--- config.mk ---
export PLATFORM = sky130hd
export DESIGN_NAME = scan_mux_reg
export DESIGN_NICKNAME = d
export VERILOG_FILES = /design/src/rtl/scan_mux_pkg.sv /design/src/rtl/scan_mux_sel_counter.sv /design/src/rtl/scan_mux_reg.sv
export SDC_FILE = /design/constraint.sdc
export NUM_CORES = 1
export LEC_CHECK = 0
export CORE_AREA = 2 2 42 44
export CTS_BUF_LIST = sky130_fd_sc_hd__clkbuf_8
export DETAILED_ROUTE_END_ITERATION = 8
export DIE_AREA = 0 0 44 46
export HOLD_SLACK_MARGIN = 0.05
export PLACE_DENSITY = 0.76
export SLEW_MARGIN = 20
export SYNTH_ARGS = -nofsm -noshare
export SYNTH_HDL_FRONTEND = slang
export SYNTH_SLANG_ARGS = --single-unit
export TNS_END_PERCENT = 50
--- constraint.sdc ---
create_clock -name clk -period 1.8 [get_ports clk]
set_clock_uncertainty 0.2 [all_clocks]
set_input_delay 0.36 -clock clk [delete_from_list [all_inputs] [get_ports clk]]
set_output_delay 0.36 -clock clk [all_outputs]
set_load 0.01 [all_outputs]
--- src/rtl/scan_mux_pkg.sv ---
// Shared types for the registered scan multiplexer.
// Mode encodings and one-shot FSM states.
package scan_mux_pkg;

    typedef enum logic [1:0] {
        MODE_DIRECT  = 2'b00,
        MODE_SCAN    = 2'b01,
        MODE_HOLD    = 2'b10,
        MODE_ONESHOT = 2'b11
    } mode_t;

    typedef enum logic [1:0] {
        OS_IDLE = 2'b00,
        OS_RUN  = 2'b01,
        OS_DONE = 2'b10
    } os_state_t;

endpackage

--- src/rtl/scan_mux_sel_counter.sv ---
// Select counter: clear, clamped load, step with wrap at INPUTS-1.
// The wrap pulse is registered so it lines up with the counter reading 0.
module scan_mux_sel_counter
    import scan_mux_pkg::*;
#(
    parameter int  INPUTS = 4,
    localparam int SEL_W  = $clog2(INPUTS)
) (
    input  logic             clk,
    input  logic             reset,
    input  logic             clr_i,
    input  logic             load_i,
    input  logic             step_i,
    input  logic [SEL_W-1:0] val_i,
    output logic [SEL_W-1:0] cnt_o,
    output logic             wrap_o
);

    localparam logic [SEL_W-1:0] LAST = SEL_W'(INPUTS - 1);

    logic [SEL_W-1:0] cnt_q, cnt_d;
    logic             wrap_q, wrap_d;
    logic             last;

    assign last = (cnt_q == LAST);

    always_comb begin
        cnt_d  = cnt_q;
        wrap_d = 1'b0;
        if (clr_i) begin
            cnt_d = '0;
        end else if (load_i) begin
            // Out-of-range selects fold to input 0
            cnt_d = (int'(val_i) < INPUTS) ? val_i : '0;
        end else if (step_i) begin
            cnt_d  = last ? '0 : cnt_q + SEL_W'(1);
            wrap_d = last;
        end
    end

    always_ff @(posedge clk) begin
        if (reset) begin
            cnt_q  <= '0;
            wrap_q <= 1'b0;
        end else begin
            cnt_q  <= cnt_d;
            wrap_q <= wrap_d;
        end
    end

    assign cnt_o  = cnt_q;
    assign wrap_o = wrap_q;

endmodule

--- src/rtl/scan_mux_reg.sv ---
// Registered N-channel M-input selector with direct, scan,
// hold and one-shot scan modes sharing one select counter.
module scan_mux_reg
    import scan_mux_pkg::*;
#(
    parameter int  CHANNELS = 2,
    parameter int  INPUTS   = 4,
    localparam int SEL_W    = $clog2(INPUTS)
) (
    input  logic                       clk,
    input  logic                       reset,
    input  logic [1:0]                 mode,
    input  logic [SEL_W-1:0]           sel,
    input  logic                       load_sel,
    input  logic                       advance,
    input  logic [CHANNELS-1:0]        enable_n,
    input  logic [CHANNELS*INPUTS-1:0] data,
    output logic [CHANNELS-1:0]        y,
    output logic [SEL_W-1:0]           sel_q,
    output logic                       valid,
    output logic                       wrap,
    output logic                       done
);

    localparam logic [SEL_W-1:0] LAST = SEL_W'(INPUTS - 1);

    os_state_t             state_q, state_d;
    logic                  valid_q, valid_d;
    logic                  done_q, done_d;
    logic [CHANNELS-1:0]   y_q, y_d;
    logic [SEL_W-1:0]      cnt, sel_cl, idx;
    logic                  smp, clr, ld, stp;

    assign sel_cl = (int'(sel) < INPUTS) ? sel : '0;

    always_comb begin
        state_d = OS_IDLE;
        valid_d = 1'b0;
        done_d  = 1'b0;
        smp     = 1'b0;
        idx     = '0;
        clr     = 1'b0;
        ld      = 1'b0;
        stp     = 1'b0;
        unique case (mode_t'(mode))
            MODE_DIRECT: begin
                smp     = 1'b1;
                idx     = sel_cl;
                ld      = 1'b1;
                valid_d = 1'b1;
            end
            MODE_SCAN: begin
                smp     = 1'b1;
                idx     = cnt;
                ld      = load_sel;
                stp     = advance & ~load_sel;
                valid_d = 1'b1;
            end
            MODE_HOLD: begin
            end
            MODE_ONESHOT: begin
                unique case (state_q)
                    OS_IDLE: begin
                        if (advance) begin
                            state_d = OS_RUN;
                            clr     = 1'b1;
                        end
                    end
                    OS_RUN: begin
                        smp     = 1'b1;
                        idx     = cnt;
                        valid_d = 1'b1;
                        // Park on the last input once the pass finishes
                        if (cnt == LAST) begin
                            state_d = OS_DONE;
                            done_d  = 1'b1;
                        end else begin
                            state_d = OS_RUN;
                            stp     = 1'b1;
                        end
                    end
                    OS_DONE: begin
                        state_d = OS_DONE;
                        done_d  = 1'b1;
                        if (advance) begin
                            state_d = OS_RUN;
                            clr     = 1'b1;
                            done_d  = 1'b0;
                        end
                    end
                    default: begin
                    end
                endcase
            end
            default: begin
            end
        endcase
    end

    for (genvar c = 0; c < CHANNELS; c++) begin : g_ch
        logic [INPUTS-1:0] row;
        assign row    = data[c*INPUTS +: INPUTS];
        assign y_d[c] = enable_n[c] ? 1'b0 : row[idx];
    end

    scan_mux_sel_counter #(
        .INPUTS (INPUTS)
    ) u_cnt (
        .clk    (clk),
        .reset  (reset),
        .clr_i  (clr),
        .load_i (ld),
        .step_i (stp),
        .val_i  (sel),
        .cnt_o  (cnt),
        .wrap_o (wrap)
    );

    always_ff @(posedge clk) begin
        if (reset) begin
            state_q <= OS_IDLE;
            valid_q <= 1'b0;
            done_q  <= 1'b0;
            y_q     <= '0;
        end else begin
            state_q <= state_d;
            valid_q <= valid_d;
            done_q  <= done_d;
            if (smp) y_q <= y_d;
        end
    end

    assign y     = y_q;
    assign sel_q = cnt;
    assign valid = valid_q;
    assign done  = done_q;

endmodule

# After elaboration in Yosys (flattened, before gate mapping)
# Cells that the tools add are included.
totals:
  ff_bits: 9
  in_bits: 18
  output_inout_bits: 7
  elab_cells: 52
classes:
  add_sub_neg: 1
  n_lt_le_gt_ge: 1
  eq_ne: 5
  n_mux: 27
  bitwise_logic: 4
  reduce_logical: 8
op_table:
  columns: ["operator", "count"]
  rows:
  - ["$mux 1", 13]
  - ["$mux 2", 6]
  - ["$pmux 2 s3", 2]
  - ["$pmux 1 s2", 4]
  - ["$reduce_or 2->1", 4]
  - ["$eq 2x2->1 const B", 3]
  - ["$bmux 1 s2", 2]
  - ["$eq 2x1->1 const B", 2]
  - ["$logic_not 2->1", 2]
  - ["$reduce_or 4->1", 1]
  - ["$lt 2x3->1 const B", 1]
  - ["$not 1->1", 3]
  - ["$add 2x1->2 const B", 1]
  - ["$reduce_bool 2->1", 1]
  - ["$and 1x1->1", 1]

# Depth between registers and ports, before layout
# Gate-level depths: netlist of run 1.
depth:
  depth_word: 6
  ltp_mapped: 6
  depth_no_buf: 6

# Hierarchy
# From an unflattened synthesis of run 1, not the netlist that was laid out.
hier_totals:
  hier_cells: 69
  area_unflattened_um2: 618.1
modules_own_cells:
  columns: ["mod", "instances", "cells_per_inst", "area_per_inst_um2", "seq_area_each_um2"]
  rows:
  - ["scan_mux_reg", 1, 55, 466.7, 120.1]
  - ["scan_mux_sel_counter", 1, 14, 151.4, 60.1]

# Worst setup path before layout of run 1
# OpenSTA, ideal clock, no wires.
synth_path:
  path_kind: "reg2reg"
  start: "register state_q[1]"
  end: "register y_q[0], in the netlist y[0]"
  setup_ns: 0.124
  arrival_ns: 1.341
  required_time_ns: 1.476
  path_slack_ns: 0.135
  stages_incl_launch_ff: 7
  n_path_buf: 0
  period_less_slack_ns: 1.665
  cell_sequence: "dfxtp_1 -> inv_1 -> ha_1 -> nand2b_1 -> a21o_2 -> a211oi_1 -> o31ai_1"
synth_via:
  elab_chain_len: 6
  elab_cells_between_ends: 8
  cone_classes: "eq/ne: 1; mux: 7"
synth_lines:
  columns: ["element", "line_no", "source"]
  rows:
  - ["from (decl)", "scan_mux_reg.sv:27", "os_state_t state_q, state_d;"]
  - ["from (signal assigned)", "scan_mux_reg.sv:126", "state_q <= state_d;"]
  - ["$eq 2x1->1 (*)", "scan_mux_reg.sv:62", "unique case (state_q)"]
  - ["$mux 2", "scan_mux_reg.sv:62", null]
  - ["$pmux 2 s3", "scan_mux_reg.sv:45", "unique case (mode_t'(mode))"]
  - ["$bmux 1 s2", "scan_mux_reg.sv:103", "assign y_d[c] = enable_n[c] ? 1'b0 : row[idx];"]
  - ["$mux 1 (implied by the code)", "scan_mux_reg.sv:103", null]
  - ["$mux 1", "scan_mux_reg.sv:103", null]
  - ["to (signal assigned)", "scan_mux_reg.sv:129", "if (smp) y_q <= y_d;"]
  - ["to (decl)", "scan_mux_reg.sv:30", "logic [CHANNELS-1:0] y_q, y_d;"]
# Every way passes the cells marked *; elsewhere a longest branch is shown, timed or not. The select of a mux whose other input is x is not followed.
# A chain may end at the register's enable or synchronous reset.

# Final worst setup path of run 1
layout_path:
  start: "input port mode[0]"
  end: "register y_q[0], in the netlist y[0]"
layout_via:
  elab_chain_len: 5
  elab_cells_between_ends: 9
  cone_classes: "eq/ne: 2; mux: 5; reduce/logical: 2"
layout_lines:
  columns: ["element", "line_no", "source"]
  rows:
  - ["from (decl)", "scan_mux_reg.sv:12", "input logic [1:0] mode,"]
  - ["$eq 2x2->1 (tied with other cells)", "scan_mux_reg.sv:45", null]
  - ["$pmux 2 s3", "scan_mux_reg.sv:45", null]
  - ["$bmux 1 s2", "scan_mux_reg.sv:103", null]
  - ["$mux 1 (implied by the code)", "scan_mux_reg.sv:103", null]
  - ["$mux 1", "scan_mux_reg.sv:103", null]
# Parallel ways exist; a longest one is shown, timed or not. The select of a mux whose other input is x is not followed.

==> PnR_summary.wiki, run 1 <==
{| class="wikitable"
! Metric !! Value
|-
| Initial antenna violation count || 0
|-
| Leakage dissipation || 0.414 nW
|-
| DR WL/cell || 14.4 µm
|-
| Chip Width || 44 µm
|-
| Net switching component of the power || 152 µW
|-
| CTS tree || built
|-
| Flip-flop and latch count after synthesis || 9
|-
| Signed area change from the synthesized netlist to the final layout || 60.7%
|-
| Cells after DPL || 120
|-
| Status || complete, no violations
|-
| Cell with the most instances after synthesis || inv_1
|-
| Cell-internal power || 442 µW
|-
| Areal power density over the cells || 580 mW/mm²
|-
| Yosys Warn Count || 0
|-
| Max_cap viols || 0
|-
| Area taken by multi-input logic gates || 425 µm²
|-
| # nets final || 132
|-
| CP Max Fanout || 8
|-
| Post-detailed-route DRC marker count || 0
|-
| I/O pin cnt || 25
|-
| Largest net degree at the start of global routing || 9
|-
| Required time at the endpoint of the critical path || 1.75 ns
|-
| Placement Cell Area || 951 µm²
|-
| Fin crit share || 0.983
|-
| Postcts setup bufs || 0
|-
| Flop pwr share || 0.359
|-
| Clock transition time at the flip-flop clock pins of the worst setup and hold paths || 0.05 ns
|-
| Standard-cell row count || 15
|-
| Max Freq || 565 MHz
|-
| Startpoint class of the critical path || input port
|-
| Hold WS || 0.337 ns
|-
| Cell area after technology mapping || 637 µm²
|-
| Wire length of the first global-routing pass || 2620 µm
|-
| Combinational group share of total power || 0.245
|-
| Share of the synthesized area in the top cell type || 0.283
|-
| Clock Latency Late Sink || 0.24 ns
|-
| Clock buffers created by TritonCTS || 3
|-
| Most used flip-flop cell after synthesis || dfxtp_1
|-
| Critical Path AT || 1.72 ns
|-
| TritonCTS Sinks || 9
|-
| Async set or reset register ratio after synthesis || 0
|-
| Count of placed standard cells in the final layout, fillers left out || 124
|-
| EDFF count, synth || 0
|-
| Switching share of power || 0.256
|-
| DRC marker count from the first detailed-route iteration || 27
|-
| Number of levels in the clock H-tree || 1
|-
| Net Count, Synth || 95
|-
| Total via count after detailed routing || 670
|-
| Share of final-layout standard cells stronger than drive strength 1 || 0.196
|-
| VDD IR max || 0.471 mV
|-
| Core outline area || 0.00161 mm²
|-
| Post-route cell area || 0.00102 mm²
|-
| Worst slew margin relative to its limit || 0.782
|-
| Vert. Die Dim || 46 µm
|-
| Number of optimization iterations in the first detailed-route pass || 4
|-
| Effective utilization at floorplan || 0.395
|-
| Number of cells produced by synthesis || 71
|-
| Critical path class || input port to flip-flop
|-
| Number of buffers inserted by hold repair at cts || 0
|-
| Class of the tightest hold or removal check || flip-flop to flip-flop
|-
| Remaining number of nets flagged by the antenna check after routing || 0
|-
| Clock group share of total power || 0.397
|-
| Cell taking the most area after synthesis || dfxtp_1
|-
| Via count of the first global-routing pass || 624
|-
| Final setup fails || 0
|-
| Reg area || 180 µm²
|-
| Worst Reg2Reg Path Length in Cells || 6
|-
| Final Hold Vio Count || 0
|-
| Biggest area contributors in the synthesized netlist || dfxtp_1 (28%), ha_1 (12%), a211oi_1 (11%), inv_1 (5.9%), nand3b_1 (5.9%)
|-
| Share of synthesized area occupied by flip-flops and latches || 0.283
|-
| Cell variety after synth || 28
|-
| Antenna cell count || 0
|-
| Worst hold stages || 2
|-
| Cell at the root of the clock tree || clkbuf_8
|-
| Kind of end point of the critical path || flip-flop
|-
| Max Buffers Root-to-Sink || 2
|-
| Input/output buffers || 24
|-
| Global Route Usage Sum || 0.182
|-
| Grt total ovfl || 0
|-
| Routed Wire Length || 1790 µm
|-
| Detailed Place HPWL || 1220 µm
|-
| RD Place Congestion || 0.796
|-
| Synthesized area divided by synthesized cell count || 8.97 µm²
|-
| Die area || 0.00202 mm²
|-
| Number of max-slew violations in the final report || 0
|-
| Top cells by count, synth || inv_1 (10), a211oi_1 (9), dfxtp_1 (9)
|-
| Fill count || 139
|-
| Worst-Margin Slew || 0.327 ns
|-
| DR vias/cell || 5.40
|-
| Shortest clock period the worst path allows after layout || 1.77 ns
|}
## power by group through the flow
stage	sequential [mW]	clock (mW)	combinational, mW
3_3_place_gp	0.217	0	0.132
5_1_grt	0.214	0.251	0.156
4_1_cts	0.213	0.245	0.135
2_1_floorplan	0.219	0	0.0581
6_report	0.213	0.236	0.145
3_5_place_dp	0.217	0	0.133
## metrics by stage
step | util | power, mW | setup WS [ns] | TNS (ns)
final | 0.634 | 0.594 | 0.0305 | 0
after global routing | 0.634 | 0.621 | -0.0365 | -0.0679
after CTS | 0.616 | 0.592 | 0.0332 | 0
after detailed placement | 0.589 | 0.350 | -0.291 | -1.09
after global placement | 0.589 | 0.349 | -0.265 | -0.866
after floorplan | - | 0.277 | 0.135 | 0
## area by class of cell
type	instances	area share
Multi-Input combinational cell	50	0.416
Timing Repair Buffer	34	0.307
Sequential cell	9	0.176
Clock buffer	3	0.0403
Inverter	10	0.0367
Tap cell	17	0.0208
Clock inverter	1	0.00367
## what timing repair did
item	in CTS	in global routing
pin swaps	0	1
endpoints found under the setup margin	2	2
hold endpoints to repair	0	0
gates resized for setup	1	6
## critical path, stage by stage
cell and delay, ns:
clkdlybuf4s50_1 0.41, buf_4 0.17, nor3b_4 0.27, a21o_4 0.16, a211oi_1 0.08, o31ai_1 0.25
## registers in the layout (all words and copies together), names as in the netlist
name          flops
valid             1
u_cnt.wrap_o      1
y                 2
done              1
u_cnt.cnt_o       2
state_q           2
## cell usage in the layout (no fill, tap or decap), types with 3 or more instances in the layout
cell             instances
inv_1                   11
or3_1                    3
clkbuf_8                 3
a211oi_1                 6
a211oi_2                 3
buf_4                   10
dfxtp_1                  9
clkdlybuf4s50_1         23
ha_1                     6
nand3b_1                 5
## worst paths after layout
check / start / end / slack, ns
hold reg to reg: y[1] / y[1] / 0.34
hold / removal: y[1] / y[1] / 0.34
setup reg to reg: state_q[1] / y[1] / 0.06
setup / recovery: mode[0] / y[0] / 0.03
## cell families (layout without fill, tap and decap cells)
group,after synthesis,count (layout),synth area share
DFF,9,9,0.283
AOI/OAI and AO/OA,23,23,0.273
buffers and inverters,12,48,0.0943
and+or+nand+nor,21,21,0.232
adders and majority gates,6,6,0.118
## routing by layer
metal | share of wire | routed length (µm) | vias to the layer above | track usage
met5 | 0 | 0 | - | 0
met2 | 0.46 | 830 | 35 | 0.288
met1 | 0.43 | 762 | 288 | 0.199
li1 | - | - | 337 | -
met4 | 0.034 | 61 | 0 | 0.133
met3 | 0.074 | 133 | 10 | 0.0675
Note: power is estimated with default switching activity, not from simulation.
==> run 2: changes to the inputs <==
--- a/config.mk
+++ b/config.mk
@@ -5,12 +5,13 @@
 export SDC_FILE = /design/constraint.sdc
 export NUM_CORES = 1
 export LEC_CHECK = 0
-export CORE_AREA = 2 2 42 44
+export CORE_AREA = 5 5 45 47
 export CTS_BUF_LIST = sky130_fd_sc_hd__clkbuf_8
 export DETAILED_ROUTE_END_ITERATION = 8
-export DIE_AREA = 0 0 44 46
+export DIE_AREA = 0 0 50 52
 export HOLD_SLACK_MARGIN = 0.05
 export PLACE_DENSITY = 0.76
+export REMOVE_ABC_BUFFERS = 1
 export SLEW_MARGIN = 20
 export SYNTH_ARGS = -nofsm -noshare
 export SYNTH_HDL_FRONTEND = slang
==> run 2 against run 1 <==
Core utilization grew 1.7 points. Maximum frequency grew 1.6%. Clock-buffer cell count is the same. Sequential power is essentially flat. Non-clock buffer count grew 1. Clock power is essentially flat. Final cell count grew 0.81%. Die area grew 28%. Critical endpoint is now sel_q[0]. Largest power group unchanged.
==> PnR_summary.wiki, run 2 (synthesis gave the netlist of run 1 again) <==
{| class="wikitable"
! Metric !! Value
|-
| Fin crit share || 0.968 (-0.0151)
|-
| Required time at the endpoint of the critical path || 1.24 ns (-0.51 ns)
|-
| Net switching component of the power || 157 µW (+3.4%)
|-
| Placement Cell Area || 958 µm² (+0.79%)
|-
| Standard-cell row count || 15 (unchanged)
|-
| Max Freq || 574 MHz (+1.6%)
|-
| Clock Latency Late Sink || 0.24 ns (about the same)
|-
| Areal power density over the cells || 572 mW/mm² (-1.4%)
|-
| Via count of the first global-routing pass || 701 (+12%)
|-
| Postcts setup bufs || 0 (unchanged)
|-
| Status || complete, no violations
|-
| Clock buffers created by TritonCTS || 3 (unchanged)
|-
| Post-detailed-route DRC marker count || 0 (unchanged)
|-
| Top delay family on crit path || buffers and inverters
|-
| Die area || 0.00260 mm² (+28%)
|-
| Number of levels in the clock H-tree || 1 (unchanged)
|-
| TritonCTS Sinks || 9 (unchanged)
|-
| Most frequent standard cell in the layout excluding fill and tap cells || clkdlybuf4s50_1
|-
| Number of optimization iterations in the first detailed-route pass || 4 (unchanged)
|-
| Effective utilization at floorplan || 0.395 (unchanged)
|-
| Startpoint class of the critical path || flip-flop
|-
| Core outline area || 0.00161 mm² (unchanged)
|-
| Signed area change from the synthesized netlist to the final layout || 65.0%
|-
| CP Max Fanout || 5 (-3)
|-
| Final setup fails || 0 (unchanged)
|-
| Cell-internal power || 444 µW (+0.56%)
|-
| Worst-Margin Slew || 0.328 ns (+0.00124 ns)
|-
| Critical-path cell with the highest stage delay || clkdlybuf4s50_1
|-
| Hold Path Origin || y[1]
|-
| Kind of end point of the critical path || primary output
|-
| Chip Width || 50 µm (+14%)
|-
| Cells after DPL || 121 (+0.83%)
|-
| Critical path class || flip-flop to primary output
|-
| Worst slew margin relative to its limit || 0.781 (-0.000824)
|-
| # nets final || 133 (+0.76%)
|-
| Peak per-stage delay on the critical path || 0.56 ns (+0.15 ns)
|-
| Cell at the root of the clock tree || clkbuf_8
|-
| Critical Path AT || 1.18 ns (-0.54 ns)
|-
| Clock group share of total power || 0.395 (-0.002)
|-
| Max Buffers Root-to-Sink || 2 (unchanged)
|-
| Hold WS || 0.296 ns (-0.0406 ns)
|-
| Worst-case register-to-register setup slack || 0.08 ns (+0.02 ns)
|-
| VDD IR max || 0.352 mV (-25%)
|-
| I/O pin cnt || 25 (unchanged)
|-
| Total via count after detailed routing || 689 (+2.8%)
|-
| Source of the worst register-to-register timing path || state_q[1]
|-
| DR WL/cell || 15.3 µm (+6.4%)
|-
| Wire length of the first global-routing pass || 3120 µm (+19%)
|-
| Final Hold Vio Count || 0 (unchanged)
|-
| Leakage dissipation || 0.447 nW (+7.9%)
|-
| Flop pwr share || 0.352 (-0.007)
|-
| Routed Wire Length || 1920 µm (+7.2%)
|-
| Worst hold stages || 2 (unchanged)
|-
| Antenna cell count || 0 (unchanged)
|-
| Commonest cells after routing, fill and taps aside || clkdlybuf4s50_1 (21), buf_4 (11), inv_1 (10), dfxtp_1 (9)
|-
| Number of max-slew violations in the final report || 0 (unchanged)
|-
| Buffer and inverter count on the worst path || 1 (-1)
|-
| Share of final-layout standard cells stronger than drive strength 1 || 0.259 (+0.0630)
|-
| Number of buffers inserted by hold repair at cts || 0 (unchanged)
|-
| Class of the tightest hold or removal check || flip-flop to flip-flop
|-
| CTS tree || built
|-
| Max_cap viols || 0 (unchanged)
|-
| DRC marker count from the first detailed-route iteration || 17 (-37%)
|-
| Count of placed standard cells in the final layout, fillers left out || 125 (+0.81%)
|-
| Detailed Place HPWL || 1420 µm (+16%)
|-
| Global Route Usage Sum || 0.156 (-0.0257)
|-
| Input/output buffers || 24 (unchanged)
|-
| RD Place Congestion || 0.797 (about the same)
|-
| Initial antenna violation count || 0 (unchanged)
|-
| Worst-case hold path end point || y[1]
|-
| Post-route cell area || 0.00105 mm² (+2.7%)
|-
| DR vias/cell || 5.51 (+2.0%)
|-
| Worst Reg2Reg Path Length in Cells || 6 (unchanged)
|-
| Clock transition time at the flip-flop clock pins of the worst setup and hold paths || 0.05 ns (about the same)
|-
| Largest net degree at the start of global routing || 8 (-1)
|-
| Cell-by-cell listing of the critical path || clkdlybuf4s50_1
|-
| Combinational group share of total power || 0.253 (+0.008)
|-
| Remaining number of nets flagged by the antenna check after routing || 0 (unchanged)
|-
| Grt total ovfl || 0 (unchanged)
|-
| Shortest clock period the worst path allows after layout || 1.74 ns (-0.0273 ns)
|-
| Worst reg2reg path endpoint || y[0]
|-
| Vert. Die Dim || 52 µm (+13%)
|-
| Switching share of power || 0.261 (+0.00537)
|}
-- run 2: worst max-delay path by stage --
stage	from	end	slack (ns)	depth (start not counted)
6_report	u_cnt.cnt_o[0]	sel_q[0]	0.06	1
5_1_grt	state_q[1]	y[0]	-0.02	6
4_1_cts	mode[0]	y[1]	0.01	5
3_5_place_dp	mode[1]	u_cnt.cnt_o[0]	-0.25	6
3_3_place_gp	mode[1]	u_cnt.cnt_o[0]	-0.27	6
2_1_floorplan	state_q[1]	y[0]	0.13	6
-- run 2: repair_timing --
item,in CTS,in global routing
pin swaps,1,0
endpoints found under the setup margin,3,5
gates resized for setup,1,13
-- run 2: routing by layer --
layer,vias to the layer above,part of all wire,track usage
met5,-,0,0
met4,0,0.033,0.109
met3,7,0.064,0.0315
met2,30,0.50,0.272
met1,316,0.41,0.166
li1,336,-,-
-- run 2: layout make-up --
class,count,area (µm²)
clock buffers,3,41.3
inverters,10,37.5
repair buffers,35,327
clock inverters,1,3.75
fillers,124,563
multi-input cells,50,440
flip-flops and latches,9,180
well taps,17,21.3
-- run 2: tightest hold or removal path: stages (launching register included) --
cell,delay (ns)
dfxtp_1,0.31
nand3b_1,0.08
o31ai_1,0.06
-- run 2: per-stage QoR --
step	TNS, ns	power, mW	utilization	setup WS, ns
detailed placement	-1.01	0.354	0.594	-0.251
global route	-0.0275	0.632	0.651	-0.0227
finish	0	0.602	0.651	0.0578
CTS	0	0.590	0.621	0.0130
floorplan	0	0.267	-	0.135
global placement	-1.01	0.351	0.594	-0.265
-- run 2: power by group through the flow --
stage,clock [mW],sequential [mW],combinational [mW]
floorplan,0,0.219,0.0481
global placement,0,0.216,0.135
detailed placement,0,0.216,0.138
CTS,0.238,0.212,0.139
global route,0.256,0.213,0.163
finish,0.237,0.212,0.152
